===== src/rtl/audio_pwm_out.sv =====
// rtl/audio_pwm_out.sv - PWM audio output with a one-sample holding buffer
// Define AUDIO_PWM_UNDERRUN_EN to add the saturating underrun_cnt output.
module audio_pwm_out #(
    parameter int WIDTH = 8
) (
    input  logic             clk,
    input  logic             rst,
    input  logic             ena,
    input  logic [WIDTH-1:0] sample_in,
    input  logic             sample_valid,
    output logic             sample_ready,
    output logic             pwm_out,
    output logic             period_start
`ifdef AUDIO_PWM_UNDERRUN_EN
    ,
    output logic [7:0]       underrun_cnt
`endif
);

    logic [WIDTH-1:0] r_cnt;
    logic [WIDTH-1:0] r_duty;
    logic [WIDTH-1:0] r_buf;
    logic             r_buf_full;
    logic             r_pwm;
    logic             r_period_start;

    logic             w_wrap;
    logic             w_accept;
    logic             w_load;

    assign w_wrap   = ena && (r_cnt == {WIDTH{1'b1}});
    assign w_accept = sample_valid && !r_buf_full;
    assign w_load   = w_wrap && r_buf_full;

    assign sample_ready = !r_buf_full;
    assign pwm_out      = r_pwm;
    assign period_start = r_period_start;

    always_ff @(posedge clk or posedge rst) begin
        if (rst) begin
            r_cnt          <= '0;
            r_pwm          <= 1'b0;
            r_period_start <= 1'b0;
        end else if (ena) begin
            r_cnt          <= r_cnt + 1'b1;
            r_pwm          <= (r_cnt < r_duty);
            r_period_start <= w_wrap;
        end else begin
            r_pwm          <= 1'b0;
            r_period_start <= 1'b0;
        end
    end

    // Load and accept are mutually exclusive: accepting needs an empty buffer.
    always_ff @(posedge clk or posedge rst) begin
        if (rst) begin
            r_duty     <= '0;
            r_buf      <= '0;
            r_buf_full <= 1'b0;
        end else if (w_load) begin
            r_duty     <= r_buf;
            r_buf_full <= 1'b0;
        end else if (w_accept) begin
            r_buf      <= sample_in;
            r_buf_full <= 1'b1;
        end
    end

`ifdef AUDIO_PWM_UNDERRUN_EN
    logic [7:0] r_underrun;

    always_ff @(posedge clk or posedge rst) begin
        if (rst) begin
            r_underrun <= 8'd0;
        end else if (w_wrap && !r_buf_full && (r_underrun != 8'hFF)) begin
            r_underrun <= r_underrun + 8'd1;
        end
    end

    assign underrun_cnt = r_underrun;
`endif

endmodule


===== config.mk =====
export PLATFORM = sky130hd
export DESIGN_NAME = audio_pwm_out
export DESIGN_NICKNAME = d
export VERILOG_FILES = /design/src/rtl/audio_pwm_out.sv
export SDC_FILE = /design/constraint.sdc
export NUM_CORES = 1
export LEC_CHECK = 0
export ABC_AREA = 0
export CAP_MARGIN = 15
export CORE_MARGIN = 2
export CORE_UTILIZATION = 53
export CTS_CLUSTER_SIZE = 30
export DETAILED_ROUTE_END_ITERATION = 10
export MAX_ROUTING_LAYER = met4
export PLACE_DENSITY = 0.77
export SLEW_MARGIN = 20
export SYNTH_ARGS = -nofsm -noshare
export SYNTH_HDL_FRONTEND = slang
export SYNTH_SLANG_ARGS = --single-unit

===== constraint.sdc =====
create_clock -name clk -period 2.01 [get_ports clk]
set_input_delay 0.5025 -clock clk [delete_from_list [all_inputs] [get_ports clk]]
set_output_delay 0.5025 -clock clk [all_outputs]
set_load 0.05 [all_outputs]

==> run_results.csv, run 1 <==
group,metric,value,unit
logic_synthesis,synth_edf_count,0,
logic_synthesis,synth-compound-area-share,0.03885,
floorplanning,dieArea,2709,um^2
critical_path,critPathSlowestCell,"clkdlybuf4s50_1",
drt,drtIter0Drc,9,
floorplanning,floorplan.initialDensity,0.5585,
critical_path,endpoint_kind,"primary output",
timing,tightest_slew,0.4888,ns
clock_tree,htreeDepth,1,
logic_synthesis,synth_cell_types,22,
timing,hold_viol_final,0,
critical_path,max_stage_delay,0.79,ns
timing,skew,0.003460,ns
timing,slew_headroom,0.6731,
logic_synthesis,synth.top_cell.area_share,0.5521,
critical_path,crit_family,"buffers and inverters",
global_routing,grt_max_degree,28,
floorplanning,die_h,52.05,um
logic_synthesis,seq_area_frac_synth,0.5521,
timing,period_minus_slack,1.949,ns
layout,area_growth,19.02,%
clock_tree,clock_path_buffers,2,
critical_path,crit_path_max_fanout,1,
clock_tree,root_buffer,"clkbuf_4",
logic_synthesis,synth-main-ff-cell,"dfrtp_1",
layout,layout-drive-gt1-share,0.2544,
timing,setup_viol,0,
drt,dr_total_vias,721,
clock_tree,tritoncts,"built",
layout,n_antenna_cell,0,
logic_synthesis,synth_fa_ha_area_frac,0.08180,
placement,place.port_buffers,14,
logic_synthesis,synth_top_family_by_area,"multiplexers",
layout,fin_nets,135,
drt,drc,0,
drt,final_antenna_net_count,0,
logic_synthesis,yosys_warnings,0,
clock_tree,post_cts.repair.setup_buffers,0,
clock_tree,clk_pin_slew,0.14,ns
timing,max_freq,513.0,MHz
logic_synthesis,yosysTopAreaCell,"dfrtp_1",
pwr,peakVddDrop,0.0005383,V
critical_path,crit_arrival,1.45,ns
pwr,power,1331,uW
critical_path,cp.required,1.51,ns
logic_synthesis,yosys.area_share.simple,0.08998,
critical_path,timing.critical_path.buf_inv,1,
clock_tree,numCtsBuffers,3,
placement,dp.final_hpwl,1.439,mm
timing,slew_viol_final,0,
clock_tree,insertion_delay,0.31,ns
logic_synthesis,synth.area.mux_share,0.1564,
timing,whs,0.5201,ns
logic_synthesis,syn-num-nets,112,
critical_path,critPathKind,"flip-flop to primary output",
drt,wire_per_inst,12.72,um
logic_synthesis,synth.avg_cell_area,13.30,um^2
floorplanning,die_x,52.05,um
timing,setup_tns,0,ns
logic_synthesis,synthTopCellsByCount,"dfrtp_1 (27), mux2_2 (17), inv_1 (9)",
drt,wl,1.806,mm
drt,firstDrtPassIters,2,
logic_synthesis,syn_area,1224,um^2
layout,nFillCells,177,
status,status,"complete, no violations",
floorplanning,pin_count,15,
logic_synthesis,synth.most_common_cell,"dfrtp_1",
job,drv_cap,0,
floorplanning,core_area,2191,um^2
critical_path,crit_path_start_kind,"flip-flop",
clock_tree,cts_resized,0,
timing,final.period_utilization,0.9698,
logic_synthesis,netlist_top_cells_area,"dfrtp_1 (55%), mux2_2 (16%), ha_1 (8.2%)",
global_routing,grt_use_total,0.1728,
clock_tree,clkSinkCount,27,
placement,gp_congestion,0.7817,
floorplanning,fp-row-count,17,
logic_synthesis,postSynth.asyncResetShare,1.000,
pwr,power.density,913.6,nW/um^2
global_routing,overflow,0,
critical_path,crit_chain,"clkdlybuf4s50_1",
global_routing,antenna_found_initial,0,
pwr,p_leak,0.0006876,uW
timing,rsz0062_at_grt,"false",
logic_synthesis,yosys.area_share.xor_xnor,0.05010,
clock_tree,holdBufCountCts,0,
global_routing,grt_pass1_wl,3.360,mm
worst_hold_path,worstHoldPathType,"primary input to async pin",
logic_synthesis,synth_seq_cells,27,
drt,vias_per_cell,5.077,
logic_synthesis,synth_cells,92,
global_routing,grt_pass1_vias,796,
registers in the layout (all words and copies together), names as in the netlist:
signal and count:
r_cnt 8, r_buf_full 1, r_buf 8, r_duty 8, period_start 1, pwm_out 1
cells by family after synthesis:
family                     count (synthesis)
AOI/OAI and AO/OA                          6
xor gates and xnor gates                   7
adders and majority gates                  8
buffers and inverters                     10
DFF                                       27
muxes                                     17
and+or+nand+nor                           17
stage by stage:
step	instance area [um^2]	util	worst slack [ns]	instances
3_5_place_dp	1430	0.6528	0.01575	138
3_3_place_gp	1430	0.6528	0.05902	138
5_1_grt	1456	0.6648	0.01098	142
2_1_floorplan	1224	-	0.5206	92
6_report	1456	0.6648	0.06068	142
4_1_cts	1456	0.6648	0.04589	142
worst paths after layout:
path	start	endpoint	slack, ns	depth (start not counted)
max in group asynchronous	rst	r_duty[3]	1.25	3
min	rst	r_buf[4]	0.52	3
max reg2reg	r_cnt[0]	r_duty[5]	0.36	4
max	period_start	period_start	0.06	1
min in group clk	r_buf[3]	r_buf[3]	0.52	1
min reg2reg	r_buf[3]	r_buf[3]	0.52	1
worst register-to-register path, cell delays in order (launching register included):
cell     delay [ns]
dfrtp_1        0.45
ha_1           0.23
nand4_2        0.14
nor3_4         0.35
mux2_2         0.39
layout by cell type, fill, tap and decap left out, drive strengths merged:
cell and count:
ha 8, inv 9, o2111a 1, xnor2 4
clkdlybuf4s50 13, o211ai 1, and3 1, nor2 5
xor2 3, nand4 4, buf 6, nor3b 1
nor3 1, nand2 3, a211oi 1, dfrtp 27
nor2b 1, nand2b 1, a21o 1, mux2 17
clkbuf 4, o21ai 1, a221oi 1
per-layer routing:
metal  routed length [um]  part of all wire  global-route usage
met3                   51             0.028             0.03448
met4                    8            0.0044             0.05263
met5                    0                 0                   -
met2                  892              0.49              0.2848
met1                  854              0.47              0.2151
final cells by class:
cell class / count / area, um^2 / area share
Sequential cell: 27 / 675.6 / 0.4639
Inverter: 9 / 33.78 / 0.02320
Multi-Input combinational cell: 55 / 510.5 / 0.3505
Tap cell: 28 / 35.03 / 0.02405
Timing Repair Buffer: 19 / 175.2 / 0.1203
Clock buffer: 4 / 26.28 / 0.01804
power breakdown:
| group | switching (uW) | internal [uW] | leakage (uW) |
|---|---|---|---|
| logic | 154 | 197 | 0.000326 |
| clock network | 149 | 77.4 | 0.0000150 |
| registers | 117 | 637 | 0.000347 |
No activity file was read; power rests on OpenSTA's default activity.
==> inputs of run 2 (changes only) <==
--- a/config.mk
+++ b/config.mk
@@ -13,6 +13,7 @@
 export DETAILED_ROUTE_END_ITERATION = 10
 export MAX_ROUTING_LAYER = met4
 export PLACE_DENSITY = 0.77
+export RECOVER_POWER = 100
 export SLEW_MARGIN = 20
 export SYNTH_ARGS = -nofsm -noshare
 export SYNTH_HDL_FRONTEND = slang
==> run_results.csv, run 2 (synthesis gave the netlist of run 1 again) <==
group,metric,value,unit
clock_tree,htreeDepth,1,
critical_path,rr_worst_depth,4,
clock_tree,clkSinkCount,27,
layout,reg_top3,"r_buf x8, r_cnt x8, r_duty x8",
critical_path,timing.critical_path.buf_inv,1,
pwr,power.density,929.5,nW/um^2
pwr,peakVddDrop,0.0005357,V
timing,whs,0.5240,ns
clock_tree,tritoncts,"built",
floorplanning,die_h,52.05,um
critical_path,critPathKind,"flip-flop to primary output",
placement,placed_area,1430,um^2
critical_path,cp.required,1.51,ns
critical_path,critPathSlowestCell,"clkdlybuf4s50_1",
timing,skew,0.002363,ns
job,drv_cap,0,
clock_tree,holdBufCountCts,0,
layout,area_growth,16.56,%
timing,tightest_slew,0.6423,ns
drt,drtIter0Drc,10,
global_routing,overflow,0,
global_routing,top_usage_layer,"met2",
status,status,"complete, no violations",
floorplanning,fp-row-count,17,
floorplanning,floorplan.initialDensity,0.5585,
timing,period_minus_slack,1.948,ns
drt,final_antenna_net_count,0,
timing,max_freq,513.2,MHz
drt,wire_per_inst,12.86,um
clock_tree,numCtsBuffers,3,
critical_path,max_stage_delay,0.79,ns
drt,vias_per_cell,5.070,
critical_path,r2r-start,"r_cnt[0]",
timing,setup_viol,0,
critical_path,r2r-end,"r_duty[5]",
global_routing,grtUsageMet3,0.03448,
layout,nFillCells,185,
placement,dp.final_hpwl,1.439,mm
placement,place_inst,138,
clock_tree,cts_resized,0,
critical_path,crit_chain,"clkdlybuf4s50_1",
clock_tree,post_cts.repair.setup_buffers,0,
drt,firstDrtPassIters,2,
timing,slew_viol_final,0,
critical_path,crit_family,"buffers and inverters",
timing,setup_tns,0,ns
timing,hold_viol_final,0,
timing,final.period_utilization,0.9693,
layout,final_common_cell,"dfrtp_1",
drt,drc,0,
global_routing,grt_pass1_vias,796,
drt,wl,1.826,mm
layout,instances_no_fill,142,
critical_path,critPathCapture,"period_start",
clock_tree,root_buffer,"clkbuf_4",
critical_path,worst-path-stages,1,
placement,place.port_buffers,14,
critical_path,crit_path_max_fanout,1,
placement,gp_congestion,0.7817,
timing,rsz0062_at_grt,"false",
global_routing,grt_max_degree,28,
critical_path,rrSetupSlack,0.21,ns
global_routing,grt_use_total,0.1728,
clock_tree,clk_pin_slew,0.14,ns
timing,slew_headroom,0.5718,
critical_path,cp-startpoint,"period_start",
clock_tree,insertion_delay,0.31,ns
floorplanning,die_x,52.05,um
critical_path,endpoint_kind,"primary output",
floorplanning,pin_count,15,
worst_hold_path,worstHoldPathType,"flip-flop to flip-flop",
global_routing,gr-usage-met2,0.2848,
layout,fin_nets,135,
layout,layout_common_cells,"dfrtp_1 (27), mux2_2 (17), clkdlybuf4s50_1 (10)",
layout,layout-drive-gt1-share,0.2105,
clock_tree,clock_path_buffers,2,
global_routing,antenna_found_initial,0,
global_routing,met1_usage,0.2151,
drt,dr_total_vias,720,
global_routing,grt_pass1_wl,3.360,mm
layout,fin_area,1426,um^2
floorplanning,dieArea,2709,um^2
layout,n_antenna_cell,0,
floorplanning,core_area,2191,um^2
critical_path,crit_arrival,1.45,ns
critical_path,crit_path_start_kind,"flip-flop",
pwr,p_leak,0.0006581,uW
## run 2: cell type report
| type | instances | area, um^2 | area share |
|---|---|---|---|
| repair buffers | 19 | 157.7 | 0.1105 |
| clock buffers | 4 | 26.28 | 0.01842 |
| multi-input cells | 55 | 498.0 | 0.3491 |
| well taps | 28 | 35.03 | 0.02456 |
| inverters | 9 | 33.78 | 0.02368 |
| flip-flops and latches | 27 | 675.6 | 0.4737 |
## run 2: how the worst min path moves through the flow
stage	start	to	slack [ns]	cells after the start
after floorplan	r_duty[0]	r_duty[0]	0.47	1
after global placement	r_buf[0]	r_duty[0]	0.49	1
after detailed placement	r_buf[3]	r_duty[3]	0.50	1
after CTS	rst	r_buf[2]	0.52	3
after global routing	r_duty[1]	r_duty[1]	0.54	1
final	r_duty[6]	r_duty[6]	0.52	1
## run 2: report_power, final
| group | internal [uW] | leakage (uW) | total (uW) | switching, uW |
|---|---|---|---|---|
| Clock | 77.4 | 0.0000150 | 226 | 148 |
| Sequential | 637 | 0.000347 | 754 | 116 |
| Combinational | 194 | 0.000296 | 346 | 153 |
## run 2: per-layer routing
layer / up-vias / wire length [um]
li1: 361 / -
met1: 346 / 872
met2: 11 / 894
met3: 2 / 51
met4: 0 / 8
met5: - / 0
## run 2: worst register-to-register path, stage by stage, from the launching register on
cell,delay [ns]
dfrtp_1,0.45
ha_1,0.22
nand4_1,0.14
nor3_2,0.50
mux2_2,0.41
## run 2: stage by stage
step                      power, uW  setup slack [ns]  utilization
after floorplan               999.1            0.5206            -
after global placement         1093           0.05902       0.6528
after detailed placement       1125           0.01575       0.6528
after CTS                      1343           0.04589       0.6648
after global routing           1420           0.01098       0.6511
final                          1326           0.06162       0.6511
==> inputs of run 3 (changes only) <==
--- a/config.mk
+++ b/config.mk
@@ -8,11 +8,11 @@
 export ABC_AREA = 0
 export CAP_MARGIN = 15
 export CORE_MARGIN = 2
-export CORE_UTILIZATION = 53
-export CTS_CLUSTER_SIZE = 30
+export CORE_UTILIZATION = 55
+export CTS_BUF_LIST = sky130_fd_sc_hd__clkbuf_8
 export DETAILED_ROUTE_END_ITERATION = 10
 export MAX_ROUTING_LAYER = met4
-export PLACE_DENSITY = 0.77
+export PLACE_DENSITY = 0.79
 export RECOVER_POWER = 100
 export SLEW_MARGIN = 20
 export SYNTH_ARGS = -nofsm -noshare
==> run_results.csv, run 3 (synthesis gave the netlist of run 1 again) <==
group,metric,value,unit
critical_path,crit_path_max_fanout,1,
placement,place.port_buffers,14,
job,drv_cap,0,
status,status,"complete, no violations",
critical_path,crit_chain,"clkdlybuf4s50_1",
pwr,p_leak,0.0006699,uW
floorplanning,floorplan.initialDensity,0.5696,
layout,final_common_cell,"dfrtp_1",
global_routing,grt_pass1_vias,839,
timing,period_minus_slack,1.881,ns
critical_path,crit_path_start_kind,"flip-flop",
clock_tree,holdBufCountCts,0,
clock_tree,clock_path_buffers,2,
drt,wire_per_inst,13.69,um
clock_tree,htreeDepth,1,
clock_tree,root_buffer,"clkbuf_8",
drt,final_antenna_net_count,0,
placement,gp_congestion,0.7946,
global_routing,gr-usage-met2,0.3247,
clock_tree,tritoncts,"built",
timing,slew_viol_final,0,
critical_path,critPathSlowestCell,"clkdlybuf4s50_1",
layout,final_core_util,0.6756,
timing,setup_viol,0,
critical_path,max_stage_delay,0.79,ns
layout,area_growth,18.61,%
clock_tree,clk_pin_slew,0.08,ns
timing,max_freq,531.5,MHz
timing,setup_tns,0,ns
layout,layout_common_cells,"dfrtp_1 (27), mux2_2 (17), inv_1 (10), clkdlybuf4s50_1 (10), ha_1 (8)",
layout,layout-drive-gt1-share,0.2105,
global_routing,met1_usage,0.2192,
floorplanning,fp-row-count,17,
placement,dp.final_hpwl,1.498,mm
layout,n_antenna_cell,0,
layout,fin_area,1451,um^2
floorplanning,die_h,51.17,um
drt,firstDrtPassIters,4,
clock_tree,numCtsBuffers,3,
global_routing,antenna_found_initial,0,
critical_path,crit_family,"buffers and inverters",
drt,drtIter0Drc,8,
timing,final.period_utilization,0.9360,
pwr,peakVddDrop,0.0005927,V
critical_path,cp.required,1.51,ns
critical_path,timing.critical_path.buf_inv,1,
global_routing,grtUsageMet3,0.03801,
global_routing,grt_max_degree,28,
global_routing,grt_use_total,0.1913,
pwr,power.density,957.2,nW/um^2
drt,wl,1.944,mm
floorplanning,pin_count,15,
layout,fin_nets,135,
critical_path,endpoint_kind,"primary output",
timing,hold_viol_final,0,
floorplanning,core_area,2148,um^2
clock_tree,post_cts.repair.setup_buffers,0,
clock_tree,insertion_delay,0.26,ns
worst_hold_path,worstHoldPathType,"flip-flop to flip-flop",
placement,placed_area,1430,um^2
drt,dr_total_vias,748,
global_routing,overflow,0,
timing,slew_headroom,0.5615,
layout,reg_top3,"r_buf x8, r_cnt x8, r_duty x8",
global_routing,top_usage_layer,"met2",
timing,tightest_slew,0.6578,ns
critical_path,critPathKind,"flip-flop to primary output",
global_routing,grt_pass1_wl,3.594,mm
drt,vias_per_cell,5.268,
floorplanning,dieArea,2618,um^2
drt,drc,0,
timing,rsz0062_at_grt,"false",
clock_tree,clkSinkCount,27,
timing,skew,0.001130,ns
clock_tree,cts_resized,0,
floorplanning,die_x,51.17,um
critical_path,crit_arrival,1.38,ns
run 3: cell count changes in the layout (fill, tap and decap cells not counted), sizes merged:
cell and change:
inv +1, clkbuf -1
run 3: path summary, 6_finish.rpt:
| check | start | end | slack [ns] | depth (start not counted) |
|---|---|---|---|---|
| min in group asynchronous | rst | r_buf[4] | 0.85 | 3 |
| hold / removal | r_duty[3] | r_duty[3] | 0.51 | 1 |
| setup / recovery | period_start | period_start | 0.13 | 1 |
| setup reg to reg | r_cnt[0] | r_duty[6] | 0.31 | 4 |
| max in group asynchronous | rst | r_buf_full | 0.74 | 3 |
| hold reg to reg | r_duty[3] | r_duty[3] | 0.51 | 1 |
run 3: per-layer routing:
metal  vias up  wire, um  part of all wire
met4         0        23             0.012
li1        363         -                 -
met3         4        59             0.030
met1       367       860              0.44
met5         -         0                 0
met2        14      1001              0.51
run 3: layout make-up:
class | count | area [um^2]
Fill cell | 164 | 696.9
Clock buffer | 3 | 41.29
Clock inverter | 1 | 3.754
Timing Repair Buffer | 19 | 157.7
Multi-Input combinational cell | 55 | 504.2
Sequential cell | 27 | 675.6
Tap cell | 28 | 35.03
Inverter | 9 | 33.78
run 3: per-stage QoR:
stage | hold slack, ns | total power [uW] | worst slack [ns] | cells
final | 0.5105 | 1389 | 0.1287 | 142
after global routing | 0.5390 | 1495 | 0.07801 | 142
after CTS | 0.5176 | 1419 | 0.1123 | 142
after detailed placement | 0.4964 | 1120 | -0.006153 | 138
after global placement | 0.4923 | 1091 | 0.05865 | 138
after floorplan | 0.4723 | 999.1 | 0.5206 | 92
run 3: power breakdown:
group | total [uW] | switching (uW) | internal, uW
Clock | 291 | 154 | 137
Combinational | 345 | 153 | 193
Sequential | 753 | 115 | 638
Total | 1390 | 423 | 967
